[src/rtl/mole_pkg.sv]
// Shared types and constants for the whack-a-mole engine.
// State encoding plus the default LFSR seed and Galois feedback mask.
package mole_pkg;

    typedef enum logic [1:0] {
        IDLE = 2'd0,
        GAP  = 2'd1,
        UP   = 2'd2,
        DONE = 2'd3
    } state_t;

    localparam logic [15:0] DEFAULT_SEED = 16'hACE1;
    // Right-shift Galois mask for x^16 + x^14 + x^13 + x^11 + 1.
    localparam logic [15:0] LFSR_TAPS    = 16'hB400;

endpackage

[src/rtl/mole_lfsr.sv]
// 16-bit Galois LFSR used as the mole position source.
// Exposes only the low OUT_W bits that the index reduction needs.
module mole_lfsr
    import mole_pkg::*;
#(
    parameter logic [15:0] SEED  = DEFAULT_SEED,
    parameter int          OUT_W = 2
) (
    input  logic             i_clk,
    input  logic             i_rst_n,
    input  logic             i_en,
    output logic [OUT_W-1:0] o_bits
);

    logic [15:0] r_state;

    always_ff @(posedge i_clk or negedge i_rst_n) begin
        if (!i_rst_n) begin
            r_state <= SEED;
        end else if (i_en) begin
            r_state <= {1'b0, r_state[15:1]} ^ (r_state[0] ? LFSR_TAPS : 16'h0000);
        end
    end

    assign o_bits = r_state[OUT_W-1:0];

endmodule

[src/rtl/mole_game_core.sv]
// Whack-a-mole game engine: LFSR-driven one-hot mole LEDs, synchronised
// active-low keys, saturating hit/miss/wrong scores over a fixed round count.
module mole_game_core
    import mole_pkg::*;
#(
    parameter int          NUM_MOLES   = 4,
    parameter int          MOLE_CYCLES = 50_000_000,
    parameter int          GAP_CYCLES  = 25_000_000,
    parameter int          ROUNDS      = 16,
    parameter int          SCORE_W     = 8,
    parameter logic [15:0] LFSR_SEED   = 16'hACE1
) (
    input  logic                 CLOCK_50,
    input  logic                 RESET_N,
    input  logic [NUM_MOLES-1:0] KEY,
    input  logic                 start,
    output logic [NUM_MOLES-1:0] LEDR,
    output logic [SCORE_W-1:0]   hits,
    output logic [SCORE_W-1:0]   misses,
    output logic [SCORE_W-1:0]   wrong,
    output logic                 game_over
);

    localparam int             IDX_W     = $clog2(NUM_MOLES);
    localparam int             NM_LAST   = NUM_MOLES - 1;
    localparam logic [IDX_W:0] C_NM      = NUM_MOLES[IDX_W:0];
    localparam logic [IDX_W:0] C_NM_LAST = NM_LAST[IDX_W:0];
    localparam logic [31:0]    GAP_LAST  = 32'(GAP_CYCLES - 1);
    localparam logic [31:0]    MOLE_LAST = 32'(MOLE_CYCLES - 1);
    localparam logic [7:0]     C_ROUNDS  = ROUNDS[7:0];

    function automatic logic [SCORE_W-1:0] sat_inc(input logic [SCORE_W-1:0] v);
        return (&v) ? v : v + SCORE_W'(1);
    endfunction

    state_t                r_state, w_state_nx;
    logic [31:0]           r_timer, w_timer_nx;
    logic [7:0]            r_round, w_round_nx;
    logic [NUM_MOLES-1:0]  r_leds, w_leds_nx;
    logic [SCORE_W-1:0]    r_hits, w_hits_nx;
    logic [SCORE_W-1:0]    r_misses, w_misses_nx;
    logic [SCORE_W-1:0]    r_wrong, w_wrong_nx;
    logic [IDX_W-1:0]      r_prev_idx, w_prev_nx;
    logic                  r_game_over;

    logic [NUM_MOLES-1:0]  w_press;
    logic [IDX_W-1:0]      w_lfsr_bits;
    logic [IDX_W:0]        w_raw, w_red;
    logic [IDX_W-1:0]      w_idx;
    logic [NUM_MOLES-1:0]  w_onehot;
    logic                  w_hit, w_wrong_press, w_gap_tc, w_mole_tc;
    logic [7:0]            w_round_inc;

    // Two-flop synchroniser, then a registered falling-edge pulse per key.
    for (genvar g = 0; g < NUM_MOLES; g++) begin : g_key
        logic r_s1, r_s2, r_last, r_pulse;
        always_ff @(posedge CLOCK_50 or negedge RESET_N) begin
            if (!RESET_N) begin
                r_s1    <= 1'b1;
                r_s2    <= 1'b1;
                r_last  <= 1'b1;
                r_pulse <= 1'b0;
            end else begin
                r_s1    <= KEY[g];
                r_s2    <= r_s1;
                r_last  <= r_s2;
                r_pulse <= r_last & ~r_s2;
            end
        end
        assign w_press[g] = r_pulse;
    end

    mole_lfsr #(
        .SEED  (LFSR_SEED),
        .OUT_W (IDX_W)
    ) u_lfsr (
        .i_clk   (CLOCK_50),
        .i_rst_n (RESET_N),
        .i_en    (1'b1),
        .o_bits  (w_lfsr_bits)
    );

    // Fold the raw LFSR bits into range, then step past the previous mole.
    assign w_raw    = {1'b0, w_lfsr_bits};
    assign w_red    = (w_raw >= C_NM) ? (w_raw - C_NM) : w_raw;
    assign w_idx    = (w_red[IDX_W-1:0] != r_prev_idx) ? w_red[IDX_W-1:0] :
                      (w_red == C_NM_LAST) ? '0 : w_red[IDX_W-1:0] + IDX_W'(1);
    assign w_onehot = NUM_MOLES'(1) << w_idx;

    assign w_hit         = |(w_press & r_leds);
    assign w_wrong_press = |(w_press & ~r_leds);
    assign w_gap_tc      = (r_timer == GAP_LAST);
    assign w_mole_tc     = (r_timer == MOLE_LAST);
    assign w_round_inc   = r_round + 8'd1;

    always_comb begin
        w_state_nx  = r_state;
        w_timer_nx  = r_timer;
        w_round_nx  = r_round;
        w_leds_nx   = r_leds;
        w_hits_nx   = r_hits;
        w_misses_nx = r_misses;
        w_wrong_nx  = r_wrong;
        w_prev_nx   = r_prev_idx;
        if (start) begin
            w_state_nx  = GAP;
            w_timer_nx  = '0;
            w_round_nx  = '0;
            w_leds_nx   = '0;
            w_hits_nx   = '0;
            w_misses_nx = '0;
            w_wrong_nx  = '0;
        end else begin
            case (r_state)
                GAP: begin
                    if (w_gap_tc) begin
                        w_leds_nx  = w_onehot;
                        w_prev_nx  = w_idx;
                        w_timer_nx = '0;
                        w_state_nx = UP;
                    end else begin
                        w_timer_nx = r_timer + 32'd1;
                    end
                end
                UP: begin
                    if (w_wrong_press) w_wrong_nx = sat_inc(r_wrong);
                    // A hit on the terminal cycle still counts as a hit.
                    if (w_hit || w_mole_tc) begin
                        if (w_hit) w_hits_nx = sat_inc(r_hits);
                        else       w_misses_nx = sat_inc(r_misses);
                        w_round_nx = w_round_inc;
                        w_leds_nx  = '0;
                        w_timer_nx = '0;
                        w_state_nx = (w_round_inc == C_ROUNDS) ? DONE : GAP;
                    end else begin
                        w_timer_nx = r_timer + 32'd1;
                    end
                end
                default: ;
            endcase
        end
    end

    always_ff @(posedge CLOCK_50 or negedge RESET_N) begin
        if (!RESET_N) begin
            r_state     <= IDLE;
            r_timer     <= '0;
            r_round     <= '0;
            r_leds      <= '0;
            r_hits      <= '0;
            r_misses    <= '0;
            r_wrong     <= '0;
            r_prev_idx  <= '0;
            r_game_over <= 1'b0;
        end else begin
            r_state     <= w_state_nx;
            r_timer     <= w_timer_nx;
            r_round     <= w_round_nx;
            r_leds      <= w_leds_nx;
            r_hits      <= w_hits_nx;
            r_misses    <= w_misses_nx;
            r_wrong     <= w_wrong_nx;
            r_prev_idx  <= w_prev_nx;
            r_game_over <= (w_state_nx == DONE);
        end
    end

    assign LEDR      = r_leds;
    assign hits      = r_hits;
    assign misses    = r_misses;
    assign wrong     = r_wrong;
    assign game_over = r_game_over;

endmodule

[config.mk]
export PLATFORM = sky130hd
export DESIGN_NAME = mole_game_core
export DESIGN_NICKNAME = d
export VERILOG_FILES = /design/src/rtl/mole_pkg.sv /design/src/rtl/mole_lfsr.sv /design/src/rtl/mole_game_core.sv
export SDC_FILE = /design/constraint.sdc
export NUM_CORES = 1
export LEC_CHECK = 0
export CORE_MARGIN = 5
export CORE_UTILIZATION = 55
export CTS_BUF_LIST = sky130_fd_sc_hd__clkbuf_4
export DETAILED_ROUTE_END_ITERATION = 16
export MAX_ROUTING_LAYER = met4
export PLACE_DENSITY_LB_ADDON = 0.05
export SYNTH_ARGS = -nofsm -noshare
export SYNTH_HDL_FRONTEND = slang
export SYNTH_SLANG_ARGS = --single-unit
[constraint.sdc]
create_clock -name CLOCK_50 -period 2.2 [get_ports CLOCK_50]
set_clock_uncertainty 0.05 [all_clocks]
set_input_delay 0.55 -clock CLOCK_50 [delete_from_list [all_inputs] [get_ports CLOCK_50]]
set_output_delay 0.55 -clock CLOCK_50 [all_outputs]
set_load 0.05 [all_outputs]
# Word level (Yosys, flattened, before mapping)
# Cells that the tools add are included.
dict set report totals {
  reg_bits 105
  in_bits 7
  out_inout_bits 29
  word_cells 113
}
dict set report op_classes {
  addsub 7
  magnitude_cmp 1
  eq_ne 14
  n_shift 1
  muxes 34
  n_bitwise 13
  reduce_logical 17
}
# operator count
set ops {}
lappend ops {{$mux 8} 17}
lappend ops {{$mux 32} 3}
lappend ops {{$pmux 32 s2} 1}
lappend ops {{$add 32x1->32 const B} 1}
lappend ops {{$add 8x1->8 const B} 4}
lappend ops {{$eq 32x25->1 const B} 1}
lappend ops {{$eq 32x26->1 const B} 1}
lappend ops {{$reduce_and 8->1} 3}
lappend ops {{$mux 16} 1}
lappend ops {{$xor 15x16->16} 1}
lappend ops {{$mux 2} 6}
lappend ops {{$mux 4} 3}
lappend ops {{$reduce_and 3->1} 3}
lappend ops {{$and 4x4->4} 2}
lappend ops {{$eq 8x5->1 const B} 1}
lappend ops {{$ne 2x2->1 const B} 4}
lappend ops {{$pmux 4 s2} 1}
lappend ops {{$reduce_and 4->1} 2}
lappend ops {{$reduce_bool 2->1} 4}
lappend ops {{$reduce_or 4->1} 2}
lappend ops {{$ne 3x3->1 const B} 2}
lappend ops {{$not 1->1} 5}
lappend ops {{$and 1x1->1} 4}
lappend ops {{$eq 2x2->1 const B} 2}
lappend ops {{other kinds (13)} 13}

# Longest topological paths before layout
# Gate-level depths: netlist of the first run.
dict set report depth {
  ltp_word 9
  depth_mapped 10
  ltp_nobuf 8
}

# By module
# Synthesis of the first run repeated with hierarchy kept, for this count alone.
dict set report unflattened {
  hier_cells 512
  hier_area_um2 5203.7
}
# module n_inst cells_each area_each_um2 seq_area_each_um2
set modules_own_cells {}
lappend modules_own_cells {mole_game_core 1 470 4533.1 2242.2}
lappend modules_own_cells {mole_lfsr 1 42 670.6 410.4}

# Least setup slack after synthesis of the first run
# Ideal clock, no wire load.
dict set report synth_path {
  path_type {reg2reg}
  from {reg r_leds[0] (netlist: LEDR[0])}
  to {reg r_misses[5] (netlist: misses[5])}
  setup_ns 0.078
  t_arrival_ns 2.068
  t_required_ns 2.072
  path_slack_ns 0.004
  stages_incl_launch_ff 8
  path_buffers 1
  period_less_slack_ns 2.196
  path_cell_list {dfrtp_1 > a22o_1 > nor3_1 > and4_1 > buf_2 > nand3_1 > or3_1 > a21oi_1}
}
dict set report synth_via {
  elab_chain_cells 5
  word_cells_on_any_way 6
  cone_classes {eq/ne (1); bitwise (1); reduce/logical (4)}
}
# element line_no
set synth_rtl {}
lappend synth_rtl {{start: declaration} mole_game_core.sv:39} ;# logic [NUM_MOLES-1:0] r_leds, w_leds_nx;
lappend synth_rtl {{start signal: assignment} mole_game_core.sv:159} ;# r_leds <= w_leds_nx;
lappend synth_rtl {{$and 4x4->4 (*)} mole_game_core.sv:90} ;# assign w_hit = |(w_press & r_leds);
lappend synth_rtl {{$reduce_or 4->1 (*)} mole_game_core.sv:90}
lappend synth_rtl {{$logic_or 1x1->1} mole_game_core.sv:128} ;# if (w_hit || w_mole_tc) begin
lappend synth_rtl {{$reduce_bool 2->1 (no source line)} n/a}
lappend synth_rtl {{$reduce_and 4->1 (no source line) (*)} n/a}
lappend synth_rtl {{end signal: assignment} mole_game_core.sv:161} ;# r_misses <= w_misses_nx;
lappend synth_rtl {{end: declaration} mole_game_core.sv:41} ;# logic [SCORE_W-1:0] r_misses, w_misses_nx;
# Every way passes the cells marked *; elsewhere a longest branch is shown, timed or not.
# A chain may end at the register's enable or synchronous reset.

# Final worst setup path of the first run
dict set report layout_path {
  from {reg r_timer[18]}
  to {reg r_timer[21]}
}
dict set report layout_via {
  elab_chain_cells 5
  word_cells_on_any_way 8
  cone_classes {add/sub (1); eq/ne (2); mux (4); reduce/logical (1)}
}
# element line_no
set layout_rtl {}
lappend layout_rtl {{start: declaration} mole_game_core.sv:37} ;# logic [31:0] r_timer, w_timer_nx;
lappend layout_rtl {{start signal: assignment} mole_game_core.sv:157} ;# r_timer <= w_timer_nx;
lappend layout_rtl {{branches (longest 3 deep; another with $add 32x1->32)} n/a}
lappend layout_rtl {{$pmux 32 s2 (*)} mole_game_core.sv:114} ;# case (r_state)
lappend layout_rtl {{$mux 32 (*)} mole_game_core.sv:105} ;# if (start) begin
# Every way passes the cells marked *.

==> results of run 1 <==
[power groups by stage]
stage | sequential [uW] | combinational, uW | clock [uW]
after floorplan | 2040 | 172 | 0
after global placement | 2030 | 325 | 0
after detailed placement | 2030 | 336 | 0
after CTS | 2010 | 385 | 1000
after global routing | 2010 | 485 | 1080
final | 2010 | 440 | 969
[worst reg2reg max path, stage by stage, from the launching register on]
cell and delay (ns):
dfrtp_1 0.46, nor4bb_2 0.34, buf_4 0.18, nand4_1 0.12, o211ai_1 0.33, o41ai_4 0.24
buf_4 0.21, buf_6 0.13, a41oi_2 0.12, a31oi_1 0.08
[cells by family after synthesis]
group,after synthesis
AND/OR/NAND/NOR,217
flip-flops,105
AO/OA/AOI/OAI,97
XOR/XNOR,36
buffers and inverters,32
adder cells (fa/ha/maj),9
multiplexers,5
[cells in the mapped netlist, types with 6 or more instances]
| cell type | n |
|---|---|
| a21oi_1 | 19 |
| or3_1 | 6 |
| buf_2 | 6 |
| ha_1 | 9 |
| nand4_1 | 17 |
| nor2_1 | 39 |
| nor3_1 | 9 |
| and3_1 | 14 |
| nor2b_1 | 10 |
| xnor2_1 | 12 |
| dfstp_2 | 20 |
| and4_1 | 8 |
| o21ai_0 | 17 |
| inv_1 | 9 |
| a22o_1 | 6 |
| clkbuf_1 | 12 |
| a41oi_1 | 8 |
| and2_1 | 6 |
| dfrtp_1 | 85 |
| nand3_1 | 30 |
| nand2_1 | 51 |
| a31oi_1 | 30 |
| xor2_1 | 24 |
[flip-flops by register name, summed over array words and instances, names as in the netlist, 8 cells and up]
register,count
hits,8
wrong,8
r_timer,32
r_round,8
u_lfsr.r_state,16
misses,8
[metrics by stage]
step / setup TNS [ns] / hold WS, ns / cells / total power [uW]
3_5_place_dp: -4.59 / 0.290 / 689 / 2370
3_3_place_gp: -2.94 / 0.286 / 689 / 2360
4_1_cts: -0.445 / 0.307 / 715 / 3390
5_1_grt: -7.65 / 0.322 / 728 / 3580
2_1_floorplan: 0 / 0.204 / 501 / 2210
6_report: -2.32 / 0.297 / 728 / 3420
[what timing repair did]
item / CTS / global route
hold endpoints to repair: 27 / 0
gates cloned: 3 / 1
gates resized for setup: 38 / 58
pin swaps: 10 / 21
hold buffers: 1 / 0
setup buffers: 8 / 13
setup endpoints to repair: 51 / 44
[path summary, 6_finish.rpt]
path                                     from             to  slack (ns)
worst max-delay path              r_timer[18]    r_timer[21]       -0.17
worst min-delay path            g_key[3].r_s1  g_key[3].r_s2        0.30
worst max register to register    r_timer[18]    r_timer[21]       -0.17
worst min register to register  g_key[3].r_s1  g_key[3].r_s2        0.30
max in group asynchronous             RESET_N  g_key[0].r_s1        0.97
min in group asynchronous             RESET_N    r_timer[29]        0.51
[routing by layer]
metal | share of wire [%] | GRT usage [%]
met1 | 46 | 29.9
met2 | 49 | 36.2
met3 | 3.2 | 4.80
met4 | 1.8 | 6.48
met5 | 0 | -
[cell type report]
class	count	area, sq um
Clock buffer	9	67.6
Clock inverter	7	70.1
Fill cell	691	2540
Inverter	9	33.8
Multi-Input combinational cell	364	2580
Sequential cell	105	2650
Tap cell	111	139
Timing Repair Buffer	123	1060
==> results_dict.tcl, run 1 <==
set metrics [dict create \
    status "finished, violations left" \
    violations "setup timing" \
    die_w_um 106 \
    area_growth_pct 29.3 \
    cts.path.max_buffers 2 \
    power_density_mw_per_mm2 517 \
    crit_cells 9 \
    synth_top_area_share_pct 41.6 \
    final_cell_mix "dfrtp_1, buf_4, nand2_1" \
    core_area_sq_mm 0.00915 \
    cts_root_buf "clkbuf_4" \
    final_area_sq_mm 0.00661 \
    antenna_found_initial 0 \
    design.die.area_sq_mm 0.0113 \
    synthAdderAreaFrac_pct 2.20 \
    worst_path_max_delay_cell "dfrtp_1" \
    fin_crit_sh_pct 108 \
    post-route-util_pct 72.2 \
    peakVddDrop_mv 0.469 \
    cp_common_cell "buf_4" \
    ys_async_sr_fraction_pct 100 \
    p_switching_uw 981 \
    drive_gt1_share_pct 30.6 \
    required_ns 2.53 \
    yosysTopAreaCell "dfrtp_1" \
    synth_area_leaders "dfrtp_1, dfstp_2, xor2_1" \
    mostFrequentLayoutCell "dfrtp_1" \
    synth_seq_cells 105 \
    synth_cells 501 \
    synth_ff_type "dfrtp_1" \
    synth_xor_area_share_pct 6.16 \
    clk_latency_ns 0.48 \
    drv_slew 0 \
    cp_num_buf_inv 3 \
    routedWlPerCell_um 16.7 \
    grt_pass1_vias 4160 \
    antenna_cells 0 \
    htree_levels 3 \
    crit_chain "nor4bb_2, buf_4, nand4_1, o211ai_1, o41ai_4, buf_4, buf_6, a41oi_2, a31oi_1" \
    max_freq_mhz 422 \
    die-height_um 106 \
    drcViolationCount 0 \
    p_int_uw 2440 \
    switching_share_pct 28.7 \
    worstPathMaxFanout 7 \
    hold_path_depth 0 \
    hpwl_um 8180 \
    pwr-share-comb_pct 12.9 \
    clkTransAtPathRegs_ns 0.18 \
    rsz0062_at_grt "yes" \
    cpPeakStageDelay_ns 0.46 \
    clock-sinks 105 \
    drtAntennaViolNets 0 \
    portBuffers 35 \
    fin_ws_ns -0.168 \
    cap_viol_max_count 0 \
    pwr-share-seq_pct 58.8 \
    via_count 4236 \
    synth.mux.area_fraction_pct 1.00 \
    slew_headroom_pct 43.3 \
    final-setup-viol-count 31 \
    dp_slack_ns -0.251 \
    placed_area_sq_mm 0.00600 \
    overflow 0 \
    gp_congestion 0.883 \
    drt-total-wl_um 12100 \
    worstPathArrival_ns 2.69 \
    grt_max_degree 39 \
    grt_usage_pct 22.8 \
    synth-edff-count 0 \
    synth_compound_area_share_pct 12.3 \
    min_period_ns 2.37 \
    row_count 35 \
    end_kind "flip-flop" \
    vias_per_cell 5.82 \
    start_kind "flip-flop" \
    cts_tree "done" \
    ys_warn_count 0 \
    crit_family "compound AO/OA/AOI/OAI gates" \
    drt-initial-drc-count 219 \
    worst_pin_slew_ns 0.843 \
    clock_power_share_pct 28.4 \
    avgSynthCellArea_sq_um 10.2 \
    path_class "flip-flop to flip-flop" \
    cts_made_buffers 9 \
    ioPinCount 36 \
    detail_route.first_pass.iterations 4 \
    ys_seq_area_share_pct 51.9 \
    synthSimpleGateAreaFrac_pct 23.5 \
    hold_viol_final 0 \
    power_leakage_uw 0.00301 \
    hold_path_class "flip-flop to flip-flop" \
    netlist_area_sq_mm 0.00511 \
    grt_pass1_wl_um 20300 \
    synth_cell_types 58 \
    worstRegToRegCells 9 \
    start_util_pct 55.9 \
    synth_top_family_by_area "simple AND/OR/NAND/NOR gates" \
    nNetsFinal 628 \
    synth_nets 517 \
]
Note: power is estimated with default switching activity, not from simulation.
==> inputs of run 2 (changes only) <==
--- a/config.mk
+++ b/config.mk
@@ -6,8 +6,9 @@
 export NUM_CORES = 1
 export LEC_CHECK = 0
 export CORE_MARGIN = 5
-export CORE_UTILIZATION = 55
+export CORE_UTILIZATION = 54
 export CTS_BUF_LIST = sky130_fd_sc_hd__clkbuf_4
+export CTS_CLUSTER_SIZE = 20
 export DETAILED_ROUTE_END_ITERATION = 16
 export MAX_ROUTING_LAYER = met4
 export PLACE_DENSITY_LB_ADDON = 0.05
==> results_dict.tcl, run 2 (same netlist as run 1, synthesis figures left out) <==
set metrics [dict create \
    hold_path_class "flip-flop to flip-flop" \
    grt_pass1_vias 4147 \
    final_cell_mix "dfrtp_1, buf_4, nand2_1" \
    grt_usage_pct 21.4 \
    p_int_uw 2520 \
    hold_viol_final 0 \
    row_count 35 \
    clock-sinks 105 \
    peakVddDrop_mv 0.431 \
    worstRegToRegCells 8 \
    clkTransAtPathRegs_ns 0.17 \
    pwr-share-comb_pct 10.5 \
    min_period_ns 2.20 \
    cap_viol_max_count 0 \
    largest_register_ffs 32 \
    final-setup-viol-count 0 \
    power_density_mw_per_mm2 541 \
    hpwl_um 8070 \
    pwr-share-seq_pct 58.5 \
    status "completed" \
    start_kind "flip-flop" \
    die_w_um 107 \
    portBuffers 35 \
    antenna_found_initial 0 \
    overflow 0 \
    fin_crit_sh_pct 99.8 \
    worstPathArrival_ns 2.54 \
    worst_hold_path.endpoint "u_lfsr.r_state[3]" \
    clock_power_share_pct 31.0 \
    reg_top3 "r_timer x32, u_lfsr.r_state x16" \
    cts_tree "done" \
    gp_congestion 0.893 \
    worst_pin_slew_ns 0.595 \
    routedWlPerCell_um 15.5 \
    max_freq_mhz 455 \
    area_growth_pct 24.1 \
    drcViolationCount 0 \
    reg2reg_slack_ns 0.003 \
    clk_latency_ns 0.47 \
    drv_slew 0 \
    drt-total-wl_um 11200 \
    holdWs_ns 0.311 \
    design.die.area_sq_mm 0.0115 \
    rsz0062_at_grt "yes" \
    nNetsFinal 606 \
    path_class "flip-flop to flip-flop" \
    worstPathMaxFanout 5 \
    holdCritStartpoint "u_lfsr.r_state[4]" \
    cts_made_buffers 9 \
    drive_gt1_share_pct 24.7 \
    power_uw 3430 \
    grt_pass1_wl_um 19500 \
    htree_levels 3 \
    required_ns 2.54 \
    drtAntennaViolNets 0 \
    power_leakage_uw 0.00290 \
    slew_headroom_pct 60.0 \
    start_util_pct 55.4 \
    vias_per_cell 5.67 \
    cts_root_buf "clkbuf_4" \
    r2r-start "r_timer[28]" \
    end_kind "flip-flop" \
    largest-register "r_timer" \
    mostFrequentLayoutCell "dfrtp_1" \
    via_count 4112 \
    reg2reg_to "LEDR[2]" \
    ioPinCount 36 \
    p_switching_uw 912 \
    core_area_sq_mm 0.00924 \
    detail_route.first_pass.iterations 5 \
    n_fill_cell 734 \
    switching_share_pct 26.6 \
    hold_path_depth 0 \
    grt_max_degree 51 \
    die-height_um 107 \
    cts.path.max_buffers 2 \
    drt-initial-drc-count 158 \
]
## run 2: cell count changes in the layout (fill, tap and decap cells not counted), sizes merged
cell,previous run,this run
buf,94,72
bufinv,0,1
clkinvlp,1,0
diode,0,1
dlygate4sd2,22,23
inv,13,12
## run 2: worst max-delay path by stage
| stage | start | end | slack, ns | depth (start not counted) |
|---|---|---|---|---|
| after floorplan | LEDR[0] | misses[5] | 0.004 | 7 |
| final | r_timer[28] | LEDR[2] | 0.003 | 8 |
| after global routing | r_timer[28] | r_timer[8] | -0.15 | 9 |
| after global placement | start | r_timer[18] | -0.18 | 6 |
| after CTS | r_timer[30] | r_timer[23] | -0.02 | 9 |
| after detailed placement | start | game_over | -0.24 | 7 |
## run 2: area by class of cell
class                      instances  area [sq um]  share of cell area [%]
sequential                       105          2650                    41.8
timing repair buffer             101           858                    13.5
antenna                            1          2.50                  0.0394
clock buffer                      10          75.1                    1.18
tap                              129           161                    2.54
inverter                           9          33.8                   0.532
clock inverter                     6          83.8                    1.32
multi-input combinational        364          2480                    39.1
## run 2: stage by stage
stage | instance area, sq um | setup TNS [ns] | std cells | utilization (%) | worst slack (ns)
final | 6350 | 0 | 725 | 68.7 | 0.00350
after global routing | 6340 | -3.68 | 724 | 68.7 | -0.151
after CTS | 6180 | -0.0621 | 722 | 66.9 | -0.0233
after detailed placement | 6010 | -2.58 | 705 | 65.0 | -0.240
after global placement | 6010 | -1.75 | 705 | 65.0 | -0.181
after floorplan | 5110 | 0 | 501 | - | 0.00391
## run 2: power groups by stage
stage / Sequential (uW) / Clock, uW / Combinational [uW]
2_1_floorplan: 2040 / 0 / 172
3_3_place_gp: 2030 / 0 / 319
3_5_place_dp: 2040 / 0 / 329
4_1_cts: 2000 / 1110 / 337
5_1_grt: 2010 / 1180 / 406
6_report: 2010 / 1060 / 360
## run 2: repair_timing
action	CTS	global route
gates resized for setup	31	35
hold endpoints to repair	18	0
setup buffers	0	2
hold buffers	1	0
gates cloned	0	0
pin swaps	7	14
setup endpoints to repair	45	51
## run 2: worst max-delay path: stages (launching register included)
cell and delay [ns]:
dfrtp_1 0.45, nor4_4 0.28, buf_4 0.16, nand4_4 0.14, nor4_4 0.38, buf_4 0.21
and3_4 0.21, nor2_4 0.05, o31ai_1 0.20
## run 2: routing by layer
layer  part of all wire, %  wire [um]  global-route usage [%]  vias to the layer above
met1                    44       4940                    27.8                     2031
met4                   1.7        186                    5.84                        0
met3                   3.7        415                    4.32                       16
met5                     0          0                       -                        -
li1                      -          -                       -                     2001
met2                    51       5680                    34.5                       64
